===== src/rtl/addsub_pkg.sv =====
`default_nettype none
// ============================================================================
// addsub_pkg : shared FSM state encoding and mode constants for seq_addsub
// Revision   : 1.0
// ============================================================================
package addsub_pkg;

  typedef enum logic [1:0] {
    ST_IDLE = 2'd0,
    ST_RUN  = 2'd1,
    ST_DONE = 2'd2
  } state_t;

  localparam logic MODE_ADD = 1'b0;
  localparam logic MODE_SUB = 1'b1;

endpackage
`default_nettype wire


===== src/rtl/chunk_adder.sv =====
`default_nettype none
// ============================================================================
// chunk_adder : CHUNK-bit ripple-carry slice with carry-in
// Revision    : 1.0
// ============================================================================
module chunk_adder
  import addsub_pkg::*;
#(
  parameter int CHUNK = 2
) (
  input  logic [CHUNK-1:0] a,
  input  logic [CHUNK-1:0] b,
  input  logic             cin,
  output logic [CHUNK-1:0] sum,
  output logic             cout,
  output logic             cmsb
);

  logic [CHUNK:0] c;

  assign c[0] = cin;

  for (genvar i = 0; i < CHUNK; i++) begin : g_fa
    assign sum[i]  = a[i] ^ b[i] ^ c[i];
    assign c[i+1]  = (a[i] & b[i]) | (c[i] & (a[i] ^ b[i]));
  end

  assign cout = c[CHUNK];
  // Carry into the slice MSB; only meaningful for overflow on the top slice.
  assign cmsb = c[CHUNK-1];

endmodule
`default_nettype wire


===== src/rtl/seq_addsub.sv =====
`default_nettype none
// ============================================================================
// seq_addsub : multi-cycle W-bit adder/subtractor, CHUNK bits per clock
// Revision   : 1.0
// ============================================================================
module seq_addsub
  import addsub_pkg::*;
#(
  parameter int W     = 8,
  parameter int CHUNK = 2
) (
  input  logic         clk,
  input  logic         rst,
  input  logic         start,
  input  logic [W-1:0] a,
  input  logic [W-1:0] b,
  input  logic         m,
  output logic         busy,
  output logic         done,
  output logic [W-1:0] s,
  output logic         cout,
  output logic         ovf,
  output logic         zero
);

  localparam int N    = W / CHUNK;
  localparam int IDXW = (N > 1) ? $clog2(N) : 1;
  localparam logic [IDXW-1:0] LAST_IDX = IDXW'(N - 1);

  state_t          state_q, state_d;
  logic [W-1:0]    a_q, a_d;
  logic [W-1:0]    b_q, b_d;
  logic [W-1:0]    s_q, s_d;
  logic            carry_q, carry_d;
  logic [IDXW-1:0] idx_q, idx_d;
  logic            cout_q, cout_d;
  logic            ovf_q, ovf_d;
  logic            zero_q, zero_d;

  logic [CHUNK-1:0] sum_sl;
  logic             cout_sl;
  logic             cmsb_sl;

  // Operands shift down one slice per cycle so the adder always sees bits [CHUNK-1:0].
  chunk_adder #(
    .CHUNK (CHUNK)
  ) u_chunk_adder (
    .a    (a_q[CHUNK-1:0]),
    .b    (b_q[CHUNK-1:0]),
    .cin  (carry_q),
    .sum  (sum_sl),
    .cout (cout_sl),
    .cmsb (cmsb_sl)
  );

  always_comb begin
    state_d = state_q;
    a_d     = a_q;
    b_d     = b_q;
    s_d     = s_q;
    carry_d = carry_q;
    idx_d   = idx_q;
    cout_d  = cout_q;
    ovf_d   = ovf_q;
    zero_d  = zero_q;

    case (state_q)
      ST_IDLE, ST_DONE: begin
        if (start) begin
          a_d     = a;
          b_d     = (m == MODE_ADD) ? b : ~b;
          carry_d = (m == MODE_SUB);
          idx_d   = '0;
          state_d = ST_RUN;
        end else begin
          state_d = ST_IDLE;
        end
      end
      ST_RUN: begin
        a_d     = a_q >> CHUNK;
        b_d     = b_q >> CHUNK;
        // Result fills from the top; after N slices slice 0 has reached bit 0.
        s_d     = (s_q >> CHUNK) | (W'(sum_sl) << (W - CHUNK));
        carry_d = cout_sl;
        idx_d   = idx_q + 1'b1;
        if (idx_q == LAST_IDX) begin
          cout_d  = cout_sl;
          ovf_d   = cout_sl ^ cmsb_sl;
          zero_d  = (s_d == '0);
          state_d = ST_DONE;
        end
      end
      default: state_d = ST_IDLE;
    endcase
  end

  always_ff @(posedge clk) begin
    if (rst) begin
      state_q <= ST_IDLE;
      a_q     <= '0;
      b_q     <= '0;
      s_q     <= '0;
      carry_q <= 1'b0;
      idx_q   <= '0;
      cout_q  <= 1'b0;
      ovf_q   <= 1'b0;
      zero_q  <= 1'b0;
    end else begin
      state_q <= state_d;
      a_q     <= a_d;
      b_q     <= b_d;
      s_q     <= s_d;
      carry_q <= carry_d;
      idx_q   <= idx_d;
      cout_q  <= cout_d;
      ovf_q   <= ovf_d;
      zero_q  <= zero_d;
    end
  end

  assign busy = (state_q == ST_RUN);
  assign done = (state_q == ST_DONE);
  assign s    = s_q;
  assign cout = cout_q;
  assign ovf  = ovf_q;
  assign zero = zero_q;

endmodule
`default_nettype wire

===== config.mk =====
export PLATFORM = sky130hd
export DESIGN_NAME = seq_addsub
export DESIGN_NICKNAME = d
export VERILOG_FILES = /design/src/rtl/addsub_pkg.sv /design/src/rtl/chunk_adder.sv /design/src/rtl/seq_addsub.sv
export SDC_FILE = /design/constraint.sdc
export NUM_CORES = 1
export LEC_CHECK = 0
export ABC_AREA = 1
export BUFFER_PORTS_ARGS = -buffer_cell sky130_fd_sc_hd__clkbuf_2
export CAP_MARGIN = 25
export CORE_UTILIZATION = 45
export CTS_BUF_LIST = sky130_fd_sc_hd__clkbuf_8
export DETAILED_ROUTE_END_ITERATION = 16
export PLACE_DENSITY = 0.71
export SYNTH_ARGS = -nofsm -noshare
export SYNTH_HDL_FRONTEND = slang
export SYNTH_SLANG_ARGS = --single-unit

===== constraint.sdc =====
create_clock -name clk -period 1.7 [get_ports clk]
set_input_delay 0.085 -clock clk [delete_from_list [all_inputs] [get_ports clk]]
set_output_delay 0.085 -clock clk [all_outputs]
set_load 0.02 [all_outputs]

==> Flow_metrics.wiki <==
{| class="wikitable"
! Metric !! Value
|-
| Syn Inst Count || 220
|-
| WL final || 2970 um
|-
| Final hold vios || 0
|-
| Initial antenna violation count || 0
|-
| Power Density || 947 mW/mm^2
|-
| Minimum clock period after layout || 1.67 ns
|-
| Worst reg-to-reg path cell count || 7
|-
| Static Leak || 0.000932 uW
|-
| Violation count after the first detailed-route iteration || 56
|-
| Via count of the first global-routing pass || 1243
|-
| Vias after detailed routing || 1403
|-
| Area of the core region || 0.00310 sq mm
|-
| Vias/cell || 4.65
|-
| Register area share after synthesis || 42.7%
|-
| Die Area || 0.00357 sq mm
|-
| Multi-input gate area in the final layout || 694 sq um
|-
| Global-route wire length before repair || 5150 um
|-
| Overall routing resource usage || 19.4%
|-
| Number of flops mapped to enable cells by yosys || 0
|-
| Quantity of I/O buffers inserted on ports || 32
|-
| Most used standard cell by instance count after synthesis || nand2_1
|-
| Detail Placement HPWL || 2130 um
|-
| Number of max-slew violations in the final report || 0
|-
| Count of state elements after synthesis || 32
|-
| Largest vdd supply drop || 0.567 mV
|-
| Crit-path max FO || 2
|-
| Row count || 20
|-
| Start point of the critical path || carry_q$_SDFFE_PP0P_
|-
| Critical path depth in cells || 7
|-
| Antenna violation net count after detailed routing || 0
|-
| Clock Tree Buf Depth || 2
|-
| Minimum setup slack among reg-to-reg paths || 0.03 ns
|-
| Launch instance of the worst register-to-register path || carry_q$_SDFFE_PP0P_
|-
| Average cell area after synthesis || 6.82 sq um
|-
| Post-synth top area cell || dfxtp_1
|-
| Final instance area || 0.00181 sq mm
|-
| Share of final-layout standard cells stronger than drive strength 1 || 21.3%
|-
| Vertical die dimension || 59.7 um
|-
| Post-route fraction of the period consumed by the critical path || 98.2%
|-
| CTS sink count || 32
|-
| Skew-Pair Late Insertion Delay || 0.28 ns
|-
| Clk root buf || clkbuf_8
|-
| Layout Nets || 280
|-
| Synth warn || 0
|-
| TritonCTS buffer count || 5
|-
| Total power consumption of the routed design || 1720 uW
|-
| Diode insertion count for antenna repair || 0
|-
| Relative slew margins || 68.5%
|-
| Least-Margin Pin Slew || 0.471 ns
|-
| Longest individual stage delay on the worst path || 0.56 ns
|-
| Total negative setup slack || 0 ns
|-
| Largest net degree at the start of global routing || 19
|-
| Element type at the critical path end || flip-flop
|-
| Data required time of the critical path || 1.92 ns
|-
| Critical hold path startpoint || a[6]
|-
| Top cell by count, worst path || nor2_1
|-
| CP max stage cell || fa_2
|-
| Detailed-route wire length per cell || 9.82 um
|-
| Fraction of post-synthesis cell area in the top cell type by area || 42.7%
|-
| Synthesized Nets || 243
|-
| Worst hold-check path type || in2reg
|-
| Worst setup SP type || flip-flop
|-
| Placer's final routability congestion estimate || 0.742
|-
| Total setup violations reported at the end of the flow || 0
|-
| Ranking of synthesized cells by instance count || 68 x nand2_1, 32 x dfxtp_1, 32 x inv_1, 23 x nor2_1, 20 x nand3_1
|-
| Top FF cell, synth || dfxtp_1
|-
| Number of maximum-capacitance constraint violations || 0
|-
| Count of hold-fix buffers inserted at cts || 0
|-
| Critical setup path kind || reg2reg
|-
| Fraction of registers with async set or reset after synthesis || 0%
|-
| Main area contributors after synthesis || dfxtp_1 43%, nand2_1 17%, inv_1 8.0%, nand3_1 6.7%, nor2_1 5.8%
|-
| Clock slew at reported path FFs || 0.06 ns
|-
| Fill cell total of the finished layout || 339
|-
| First-pass iteration count of the detailed router || 4
|-
| Post-synth design cell area || 0.00150 sq mm
|-
| Sum of buffers and inverters on the critical path || 1
|-
| Layout area overhead || 20.8%
|-
| End of the worst register-to-register path || zero$_SDFFE_PP0P_
|-
| Number of levels the H-tree was split into || 2
|-
| Crit path capture || zero$_SDFFE_PP0P_
|-
| Die width || 59.7 um
|-
| Unique masters post-synth || 19
|-
| Family of cells with the greatest summed delay on the critical path || adder cells
|-
| Clock skew after layout || 0.00538 ns
|-
| CTS tree || built
|-
| Arrival time at the worst endpoint || 1.89 ns
|-
| Result of the run || complete, no violations
|-
| Cell area after placement || 0.00170 sq mm
|-
| I/O pins || 33
|-
| Maximum frequency from static timing analysis || 599 MHz
|-
| Number of remaining DRC errors || 0
|-
| Total gr overflow || 0
|-
| Cells along the critical path || inv_2 > fa_2 > fa_2 > nand3_2 > nor2_1 > nor2_1 > nor2_1
|-
| Unrepaired setup endpoints after global routing || yes
|-
| Sequential cell area || 643 sq um
|-
| Initial standard-cell utilization of the core || 48.3%
|}
[power breakdown]
| group | internal (uW) | leakage (uW) | switching (uW) |
|---|---|---|---|
| clock | 317 | 0.0000538 | 259 |
| combinational | 119 | 0.000614 | 184 |
| sequential | 803 | 0.000263 | 33.1 |
[per-layer routing]
| metal | vias to the layer above | track usage (%) | part of all wire (%) |
|---|---|---|---|
| met5 | - | 0 | 0 |
| met1 | 616 | 23.9 | 48 |
| met4 | 0 | 6.98 | 1.7 |
| li1 | 747 | - | - |
| met2 | 34 | 31.9 | 44 |
| met3 | 6 | 5.84 | 5.8 |
[sequential cells by signal, summed over array words and instances (netlist names)]
signal,flops
idx_q,2
a_q,8
state_q,2
zero,1
carry_q,1
b_q,8
s,8
cout,1
ovf,1
[logic make-up (layout without fill, tap and decap cells)]
group	count (synthesis)	in the layout	share of synthesized area (%)
simple gates	114	114	31.4
buf+inv	41	79	11.7
flops	32	32	42.7
compound gates	27	27	9.01
fa+ha+maj	3	3	3.50
xor+xnor	3	3	1.75
[metrics by stage]
| step | std cells | util [%] | worst slack (ns) | hold WS (ns) |
|---|---|---|---|---|
| final | 302 | 58.4 | 0.0298 | 0.0361 |
| after global routing | 302 | 58.4 | -0.0266 | 0.0522 |
| after CTS | 301 | 57.8 | 0.0274 | 0.0336 |
| after detailed placement | 293 | 54.8 | -0.0271 | 0.328 |
| after global placement | 293 | 54.8 | 0.0191 | 0.325 |
| after floorplan | 220 | - | 0.0669 | 0.154 |
[tightest hold or removal path: stages]
cell,delay (ns)
clkbuf_2,0.08
nand2_1,0.05
a21oi_1,0.06
[what timing repair did]
item	4_1_cts	5_1_grt
setup buffers	0	1
gates resized for setup	1	6
setup endpoints to repair	3	3
hold endpoints to repair	0	0
pin swaps	0	1
[how the worst min path moves through the flow]
stage               cells after the start  slack [ns]                  end
floorplan                               1        0.15  b_q[7]$_SDFFE_PP0P_
global placement                        3        0.32  a_q[6]$_SDFFE_PP0P_
detailed placement                      3        0.33  a_q[6]$_SDFFE_PP0P_
CTS                                     3        0.03  a_q[6]$_SDFFE_PP0P_
global route                            3        0.05  a_q[7]$_SDFFE_PP0P_
finish                                  3        0.04  a_q[6]$_SDFFE_PP0P_
[cell type report]
cell class | count | area share (%)
multi-input combinational | 147 | 38.3
clock inverter | 2 | 0.414
sequential | 32 | 35.5
inverter | 33 | 6.84
timing repair buffer | 38 | 11.3
tap | 44 | 3.04
clock buffer | 6 | 4.56
[layout by cell type (no fill, tap or decap), types with 3 or more instances in the layout]
| master | netlist | final |
|---|---|---|
| a21oi_1 | 16 | 16 |
| nand3_1 | 20 | 19 |
| nor2_1 | 23 | 23 |
| buf_4 | 3 | 6 |
| dfxtp_1 | 32 | 30 |
| xor2_1 | 3 | 3 |
| o21ai_0 | 10 | 10 |
| clkbuf_2 | 0 | 32 |
| inv_1 | 32 | 32 |
| inv_2 | 1 | 3 |
| nand2_1 | 68 | 68 |
| clkbuf_8 | 0 | 6 |
Power figures use the tool's default switching activity.
